===== src/rtl/mem_arbiter_if.sv =====
`default_nettype none
// ============================================================================
//  Module   : mem_arbiter_if
//  Brief    : Bundle of requester-side and memory-side signals of mem_arbiter.
//             The slave modport is the arbiter's view. The master modport is
//             the view of the surrounding system, that is the caches and the
//             memory model.
//  Revision : 1.0 - initial release
// ============================================================================
interface mem_arbiter_if #(
   parameter int ADDR_W = 32,
   parameter int DATA_W = 32
);
   // requester 0 (instruction cache)
   logic [ADDR_W-1:0] m0_addr;
   logic [DATA_W-1:0] m0_data;
   logic              m0_MemRead;
   logic              m0_MemWrite;
   logic [DATA_W-1:0] m0_data_out;
   logic              m0_ready;
   // requester 1 (data cache)
   logic [ADDR_W-1:0] m1_addr;
   logic [DATA_W-1:0] m1_data;
   logic              m1_MemRead;
   logic              m1_MemWrite;
   logic [DATA_W-1:0] m1_data_out;
   logic              m1_ready;
   // memory port
   logic [ADDR_W-1:0] mem_addr;
   logic [DATA_W-1:0] mem_data;
   logic              mem_MemRead;
   logic              mem_MemWrite;
   logic [DATA_W-1:0] mem_data_in;
   logic              mem_ready;
   // status
   logic              timeout_err;

   modport slave (
      input  m0_addr, m0_data, m0_MemRead, m0_MemWrite,
      output m0_data_out, m0_ready,
      input  m1_addr, m1_data, m1_MemRead, m1_MemWrite,
      output m1_data_out, m1_ready,
      output mem_addr, mem_data, mem_MemRead, mem_MemWrite,
      input  mem_data_in, mem_ready,
      output timeout_err
   );

   modport master (
      output m0_addr, m0_data, m0_MemRead, m0_MemWrite,
      input  m0_data_out, m0_ready,
      output m1_addr, m1_data, m1_MemRead, m1_MemWrite,
      input  m1_data_out, m1_ready,
      input  mem_addr, mem_data, mem_MemRead, mem_MemWrite,
      output mem_data_in, mem_ready,
      input  timeout_err
   );
endinterface
`default_nettype wire


===== src/rtl/mem_arbiter.sv =====
`default_nettype none
// ============================================================================
//  Module   : mem_arbiter
//  Brief    : Two-requester round-robin memory arbiter with a BUSY timeout.
//             A transaction runs through IDLE -> BUSY -> DONE. The memory
//             request is driven only from registers latched at grant time.
//  Revision : 1.0 - initial release
// ============================================================================
module mem_arbiter #(
   parameter int ADDR_W  = 32,
   parameter int DATA_W  = 32,
   parameter int TIMEOUT = 255
) (
   input  wire logic     iCLK,
   input  wire logic     iRST_n,
   mem_arbiter_if.slave  bus
);

   localparam logic [7:0] c_timeout = 8'(TIMEOUT);

   typedef enum logic [1:0] {
      IDLE = 2'd0,
      BUSY = 2'd1,
      DONE = 2'd2
   } state_t;

   state_t            r_state;
   logic              r_last_grant;   // also selects the requester being served
   logic [7:0]        r_cnt;
   logic [ADDR_W-1:0] r_mem_addr;
   logic [DATA_W-1:0] r_mem_data;
   logic              r_mem_read;
   logic              r_mem_write;
   logic [DATA_W-1:0] r_dout0;
   logic [DATA_W-1:0] r_dout1;
   logic              r_ready0;
   logic              r_ready1;
   logic              r_timeout_err;

   logic              w_req0;
   logic              w_req1;
   logic              w_pick1;
   logic [7:0]        w_cnt_inc;
   logic              w_expire;

   // Request detection, round-robin pick and saturating timeout increment
   always_comb begin
      w_req0    = bus.m0_MemRead | bus.m0_MemWrite;
      w_req1    = bus.m1_MemRead | bus.m1_MemWrite;
      // Requester 1 wins when it is alone, or when both request and 0 was served last.
      w_pick1   = w_req1 & (~w_req0 | ~r_last_grant);
      w_cnt_inc = (r_cnt == 8'hFF) ? r_cnt : r_cnt + 8'd1;
      // Abort on the BUSY cycle that brings the count of silent cycles up to TIMEOUT.
      w_expire  = (w_cnt_inc == c_timeout);
   end

   // Arbitration FSM with all outputs registered
   always_ff @(posedge iCLK) begin
      if (!iRST_n) begin
         r_state       <= IDLE;
         r_last_grant  <= 1'b1;
         r_cnt         <= 8'd0;
         r_mem_addr    <= '0;
         r_mem_data    <= '0;
         r_mem_read    <= 1'b0;
         r_mem_write   <= 1'b0;
         r_dout0       <= '0;
         r_dout1       <= '0;
         r_ready0      <= 1'b0;
         r_ready1      <= 1'b0;
         r_timeout_err <= 1'b0;
      end else begin
         r_ready0 <= 1'b0;
         r_ready1 <= 1'b0;
         case (r_state)
            IDLE: begin
               if (w_req0 | w_req1) begin
                  r_last_grant <= w_pick1;
                  r_cnt        <= 8'd0;
                  r_mem_addr   <= w_pick1 ? bus.m1_addr : bus.m0_addr;
                  r_mem_data   <= w_pick1 ? bus.m1_data : bus.m0_data;
                  // A simultaneous read and write is treated as a write.
                  r_mem_write  <= w_pick1 ? bus.m1_MemWrite : bus.m0_MemWrite;
                  r_mem_read   <= w_pick1 ? (bus.m1_MemRead & ~bus.m1_MemWrite)
                                          : (bus.m0_MemRead & ~bus.m0_MemWrite);
                  r_state      <= BUSY;
               end
            end
            BUSY: begin
               if (bus.mem_ready) begin
                  if (r_mem_read) begin
                     if (r_last_grant) r_dout1 <= bus.mem_data_in;
                     else              r_dout0 <= bus.mem_data_in;
                  end
                  r_mem_read  <= 1'b0;
                  r_mem_write <= 1'b0;
                  r_ready0    <= ~r_last_grant;
                  r_ready1    <= r_last_grant;
                  r_state     <= DONE;
               end else begin
                  r_cnt <= w_cnt_inc;
                  if (w_expire) begin
                     if (r_mem_read) begin
                        if (r_last_grant) r_dout1 <= '0;
                        else              r_dout0 <= '0;
                     end
                     r_mem_read    <= 1'b0;
                     r_mem_write   <= 1'b0;
                     r_timeout_err <= 1'b1;
                     r_ready0      <= ~r_last_grant;
                     r_ready1      <= r_last_grant;
                     r_state       <= DONE;
                  end
               end
            end
            DONE: begin
               r_state <= IDLE;
            end
            default: begin
               r_state <= IDLE;
            end
         endcase
      end
   end

   assign bus.mem_addr     = r_mem_addr;
   assign bus.mem_data     = r_mem_data;
   assign bus.mem_MemRead  = r_mem_read;
   assign bus.mem_MemWrite = r_mem_write;
   assign bus.m0_data_out  = r_dout0;
   assign bus.m1_data_out  = r_dout1;
   assign bus.m0_ready     = r_ready0;
   assign bus.m1_ready     = r_ready1;
   assign bus.timeout_err  = r_timeout_err;

endmodule
`default_nettype wire


===== src/flat_wrapper.sv =====
// flat-port wrapper written by rule: the top's interface ports become plain ports
module mem_arbiter_flat 
#(
   parameter int ADDR_W  = 32,
   parameter int DATA_W  = 32,
   parameter int TIMEOUT = 255
)
  (iCLK, iRST_n, bus_m0_addr, bus_m0_data, bus_m0_MemRead, bus_m0_MemWrite, bus_m0_data_out, bus_m0_ready, bus_m1_addr, bus_m1_data, bus_m1_MemRead, bus_m1_MemWrite, bus_m1_data_out, bus_m1_ready, bus_mem_addr, bus_mem_data, bus_mem_MemRead, bus_mem_MemWrite, bus_mem_data_in, bus_mem_ready, bus_timeout_err);
  mem_arbiter_if #(.ADDR_W(ADDR_W), .DATA_W(DATA_W)) bus_i ();
  input  wire logic iCLK;
  input  wire logic iRST_n;
  input wire logic [$bits(bus_i.m0_addr)-1:0] bus_m0_addr;
  input wire logic [$bits(bus_i.m0_data)-1:0] bus_m0_data;
  input wire logic [$bits(bus_i.m0_MemRead)-1:0] bus_m0_MemRead;
  input wire logic [$bits(bus_i.m0_MemWrite)-1:0] bus_m0_MemWrite;
  output wire logic [$bits(bus_i.m0_data_out)-1:0] bus_m0_data_out;
  output wire logic [$bits(bus_i.m0_ready)-1:0] bus_m0_ready;
  input wire logic [$bits(bus_i.m1_addr)-1:0] bus_m1_addr;
  input wire logic [$bits(bus_i.m1_data)-1:0] bus_m1_data;
  input wire logic [$bits(bus_i.m1_MemRead)-1:0] bus_m1_MemRead;
  input wire logic [$bits(bus_i.m1_MemWrite)-1:0] bus_m1_MemWrite;
  output wire logic [$bits(bus_i.m1_data_out)-1:0] bus_m1_data_out;
  output wire logic [$bits(bus_i.m1_ready)-1:0] bus_m1_ready;
  output wire logic [$bits(bus_i.mem_addr)-1:0] bus_mem_addr;
  output wire logic [$bits(bus_i.mem_data)-1:0] bus_mem_data;
  output wire logic [$bits(bus_i.mem_MemRead)-1:0] bus_mem_MemRead;
  output wire logic [$bits(bus_i.mem_MemWrite)-1:0] bus_mem_MemWrite;
  input wire logic [$bits(bus_i.mem_data_in)-1:0] bus_mem_data_in;
  input wire logic [$bits(bus_i.mem_ready)-1:0] bus_mem_ready;
  output wire logic [$bits(bus_i.timeout_err)-1:0] bus_timeout_err;
  assign bus_i.m0_addr = bus_m0_addr;
  assign bus_i.m0_data = bus_m0_data;
  assign bus_i.m0_MemRead = bus_m0_MemRead;
  assign bus_i.m0_MemWrite = bus_m0_MemWrite;
  assign bus_m0_data_out = bus_i.m0_data_out;
  assign bus_m0_ready = bus_i.m0_ready;
  assign bus_i.m1_addr = bus_m1_addr;
  assign bus_i.m1_data = bus_m1_data;
  assign bus_i.m1_MemRead = bus_m1_MemRead;
  assign bus_i.m1_MemWrite = bus_m1_MemWrite;
  assign bus_m1_data_out = bus_i.m1_data_out;
  assign bus_m1_ready = bus_i.m1_ready;
  assign bus_mem_addr = bus_i.mem_addr;
  assign bus_mem_data = bus_i.mem_data;
  assign bus_mem_MemRead = bus_i.mem_MemRead;
  assign bus_mem_MemWrite = bus_i.mem_MemWrite;
  assign bus_i.mem_data_in = bus_mem_data_in;
  assign bus_i.mem_ready = bus_mem_ready;
  assign bus_timeout_err = bus_i.timeout_err;
  mem_arbiter #(.ADDR_W(ADDR_W), .DATA_W(DATA_W), .TIMEOUT(TIMEOUT)) u_core (.iCLK(iCLK), .iRST_n(iRST_n), .bus(bus_i));
endmodule

===== config.mk =====
export PLATFORM = sky130hd
export DESIGN_NAME = mem_arbiter_flat
export DESIGN_NICKNAME = d
export VERILOG_FILES = /design/src/rtl/mem_arbiter_if.sv /design/src/rtl/mem_arbiter.sv /design/src/flat_wrapper.sv
export SDC_FILE = /design/constraint.sdc
export NUM_CORES = 1
export LEC_CHECK = 0
export ABC_AREA = 0
export BUFFER_PORTS_ARGS = -buffer_cell sky130_fd_sc_hd__clkbuf_2
export CORE_ASPECT_RATIO = 1.4
export CORE_UTILIZATION = 47
export CTS_BUF_LIST = sky130_fd_sc_hd__clkbuf_8 sky130_fd_sc_hd__clkbuf_16
export DETAILED_ROUTE_END_ITERATION = 6
export PLACE_DENSITY = 0.89
export SYNTH_ARGS = -nofsm -noshare
export SYNTH_HDL_FRONTEND = slang
export SYNTH_SLANG_ARGS = --single-unit

===== constraint.sdc =====
create_clock -name iCLK -period 2.17 [get_ports iCLK]
set_input_delay 0.434 -clock iCLK [delete_from_list [all_inputs] [get_ports iCLK]]
set_output_delay 0.434 -clock iCLK [all_outputs]
set_load 0.05 [all_outputs]

==> results.toml <==
[run_status]
status = "finished clean"

[worst_setup_path]
critical_path.cell_chain = "ha_1, nand4_1, nor4_2, o221ai_2, o21bai_4, clkbuf_16, a31oi_1"
critical_path_class = "reg -> reg"
timing.critical_path.required_ns = 2.45
cpMaxStageDelayCell = "sky130_fd_sc_hd__dfxtp_1"
cp_max_fo = 33
timing.critical_path.arrival_ns = 2.38
slowest_delay_ns = 0.43
sort_of_element_at_the_end_of_the_critical_path = "flip-flop"
startpoint_type = "flip-flop"

[synth]
synth_cell_types = 46
syn_inst = 720
syn_nets = 888
ys_dominant_reg_cell = "sky130_fd_sc_hd__dfxtp_1"
yosys.area.top_type = "sky130_fd_sc_hd__dfxtp_1"
synthTopCellsByCount = "sky130_fd_sc_hd__dfxtp_1 (144), sky130_fd_sc_hd__nand2_1 (104), sky130_fd_sc_hd__nor2_1 (72), sky130_fd_sc_hd__mux2i_1 (68), sky130_fd_sc_hd__o21ai_0 (68)"
synthMostInstantiatedCell = "sky130_fd_sc_hd__dfxtp_1"
synth_area_sq_um = 6349
postSynth.asyncResetShare = 0
synth-seq-cells = 144
number_of_enable_flip_flop_cells_after_synthesis = 0
yosys_warnings = 0
synth.yosys.seq_area_share = 0.4541
syn-mean-instance-area_sq_um = 8.817
yosys.area.top_type_share = 0.4541
largest_cells_by_area_after_synthesis = "sky130_fd_sc_hd__dfxtp_1 (45%), sky130_fd_sc_hd__mux2i_1 (11%), sky130_fd_sc_hd__o211a_1 (10%)"

[grt]
grt_pass1_vias = 6072
grtUsageMet2 = 0.4596
gr-total-overflow = 0
largest_net_degree_at_the_start_of_global_routing = 129
global_routing_usage_on_met3 = 0.1100
global_route.usage.total = 0.2795
grt_antenna_before_repair = 1
gr-max-usage-layer = "met2"
grt_first_pass_wirelength_um = 30340
gr-usage-met1 = 0.3131

[power]
power_switching_share = 0.3167
worst_ir_drop_vdd_uv = 467.1
p_comb_frac = 0.225
p_clk_frac = 0.392
p_seq_frac = 0.384
power_leakage_nw = 4.699
cell_int_power_w = 0.005184
power.net_switching_w = 0.002403
powerDensity_nw_per_um2 = 873.8

[finish]
drive_above_1_share = 0.3549
fillers = 1063
layout_overhead_on_the_synthesized_area_pct = 36.78
layout.nets = 1162
post-route-cell-area_sq_um = 8683

[placed_design]
hpwlAfterDp_um = 14510
place.gp.congestion = 0.9063
post_dp_area_sq_um = 8040
post-place-ws_ns = 0.07453
port-buffer-count = 299

[route]
vias = 6466
finalWirelength_um = 20240
drt_drc_violations_left = 0
avgViaCountPerCell = 5.457
first_pass_iters = 5
detail_route.iter0.violations = 262
avgRoutedWirePerCell_um = 17.08
ant_nets = 0

[floorplan]
start_util = 0.4884
die_w_um = 100.2
die_h_um = 139.5
die_area_sq_um = 13980
design.core.area_sq_um = 13000
boundaryPins = 300
placementRows = 49

[clock_network]
cts-buffers-inserted = 17
clock_tree.root_cell = "sky130_fd_sc_hd__clkbuf_16"
htreeDepth = 4
post_cts_setup_buffer_count = 0
clock-sinks = 144
hold_buffers = 0
clkTransAtPathRegs_ns = 0.06
clock_tree_from_tritoncts = "done"
ctsLongestPathBuffers = 2
clk_latency_ns = 0.41
cts-resized-gates = 0

[timing]
min_period_over_period = 0.9656
timing.final.max_slew_violations = 0
fin_setup_tns_ns = 0
timing.hold.ws_ns = 0.3303
achievable-frequency_mhz = 477.2
fin_crit_ns = 2.095
postLayoutSetupSlackWorst_ns = 0.07465
worst_slew_margin_rel = 0.5639
fin_worst_skew_ns = 0.01023
max_slew.worst_pin.slew_ns = 0.6492
final-hold-violation-count = 0
finalSetupViolCount = 0

[worst_hold_path]
hold_path.class = "in -> reg"

[flow_run]
max_cap_viols = 0
-- state kept, by name, summed over array words and instances (netlist names), 2 cells and up --
register,count
u_core.bus.m0_data_out,32
u_core.bus.m1_data_out,32
u_core.bus.mem_addr,32
u_core.bus.mem_data,32
u_core.r_cnt,8
u_core.r_state,2
-- cell families (layout without fill, tap and decap cells) --
kind of cell / Yosys count / count (layout) / share of synthesized area
AOI/OAI and AO/OA: 222 / 222 / 0.2452
xor gates and xnor gates: 1 / 1 / 0.001380
adders and majority gates: 1 / 1 / 0.001971
buffers and inverters: 68 / 354 / 0.04690
DFF: 144 / 144 / 0.4541
muxes: 68 / 68 / 0.1072
other: 0 / 1 / 0
and+or+nand+nor: 216 / 216 / 0.1433
-- power by group through the flow --
| stage | clock (W) | sequential [W] | combinational, W |
|---|---|---|---|
| global route | 0.00312 | 0.00293 | 0.00181 |
| floorplan | 0 | 0.00351 | 0.000615 |
| CTS | 0.00301 | 0.00291 | 0.00170 |
| detailed placement | 0 | 0.00297 | 0.00169 |
| finish | 0.00297 | 0.00291 | 0.00170 |
| global placement | 0 | 0.00296 | 0.00167 |
-- worst max-delay path, delay by kind of cell (launching register included) --
| family | cells | cell delay, ns |
|---|---|---|
| AOI/OAI and AO/OA | 3 | 0.49 |
| and+or+nand+nor | 2 | 0.57 |
| DFF | 1 | 0.43 |
| buffers and inverters | 1 | 0.26 |
| adders and majority gates | 1 | 0.21 |
-- final cells by class --
type,count,area [sq um],share of cell area
inverter,1,3.754,0.0004323
multi-input combinational,508,3204,0.3690
sequential,144,2883,0.3320
antenna,1,2.502,0.0002882
tap,178,222.7,0.02565
clock buffer,18,439.2,0.05058
timing repair buffer,322,1764,0.2032
clock inverter,13,163.9,0.01888
-- metrics by stage --
step	instances	util	power, W
after floorplan	720	-	0.004130
after global placement	1152	0.6186	0.004626
after detailed placement	1152	0.6186	0.004655
after CTS	1183	0.6650	0.007622
after global routing	1185	0.6681	0.007862
final	1185	0.6681	0.007588
-- path summary, 6_finish.rpt --
check                         start                         end  slack (ns)  cells after the start
min             bus_mem_data_in[19]  u_core.bus.m1_data_out[19]        0.33                      3
min reg2reg  u_core.bus.mem_data[4]      u_core.bus.mem_data[4]        0.50                      1
max reg2reg         u_core.r_cnt[0]   u_core.bus.m1_data_out[6]        0.07                      7
max                 u_core.r_cnt[0]   u_core.bus.m1_data_out[6]        0.07                      7
-- layer usage --
metal	vias to the layer above	share of wire
met2	332	0.47
met1	2955	0.38
met4	0	0.033
li1	3142	-
met5	-	0
met3	37	0.11
-- cells in the final DEF, fill, tap and decap left out, types with 3 or more instances in the layout --
cell type                    synthesis  routed
sky130_fd_sc_hd__clkbuf_2            0     298
sky130_fd_sc_hd__dfxtp_1           144     144
sky130_fd_sc_hd__nand2_1           104     104
sky130_fd_sc_hd__nor2_1             72      72
sky130_fd_sc_hd__mux2i_1            68      68
sky130_fd_sc_hd__o21ai_0            68      68
sky130_fd_sc_hd__a31oi_1            65      65
sky130_fd_sc_hd__o211a_1            64      64
sky130_fd_sc_hd__clkbuf_16           0      18
sky130_fd_sc_hd__buf_4               1      17
sky130_fd_sc_hd__a21oi_1             9       9
sky130_fd_sc_hd__nor3_1              9       8
sky130_fd_sc_hd__buf_12              0       6
sky130_fd_sc_hd__nand3_1             5       5
sky130_fd_sc_hd__and3_1              5       5
sky130_fd_sc_hd__nor2b_1             4       4
sky130_fd_sc_hd__clkinvlp_4          0       4
sky130_fd_sc_hd__nor3b_1             3       3
sky130_fd_sc_hd__bufinv_16           0       3
No activity file was read; power rests on OpenSTA's default activity.
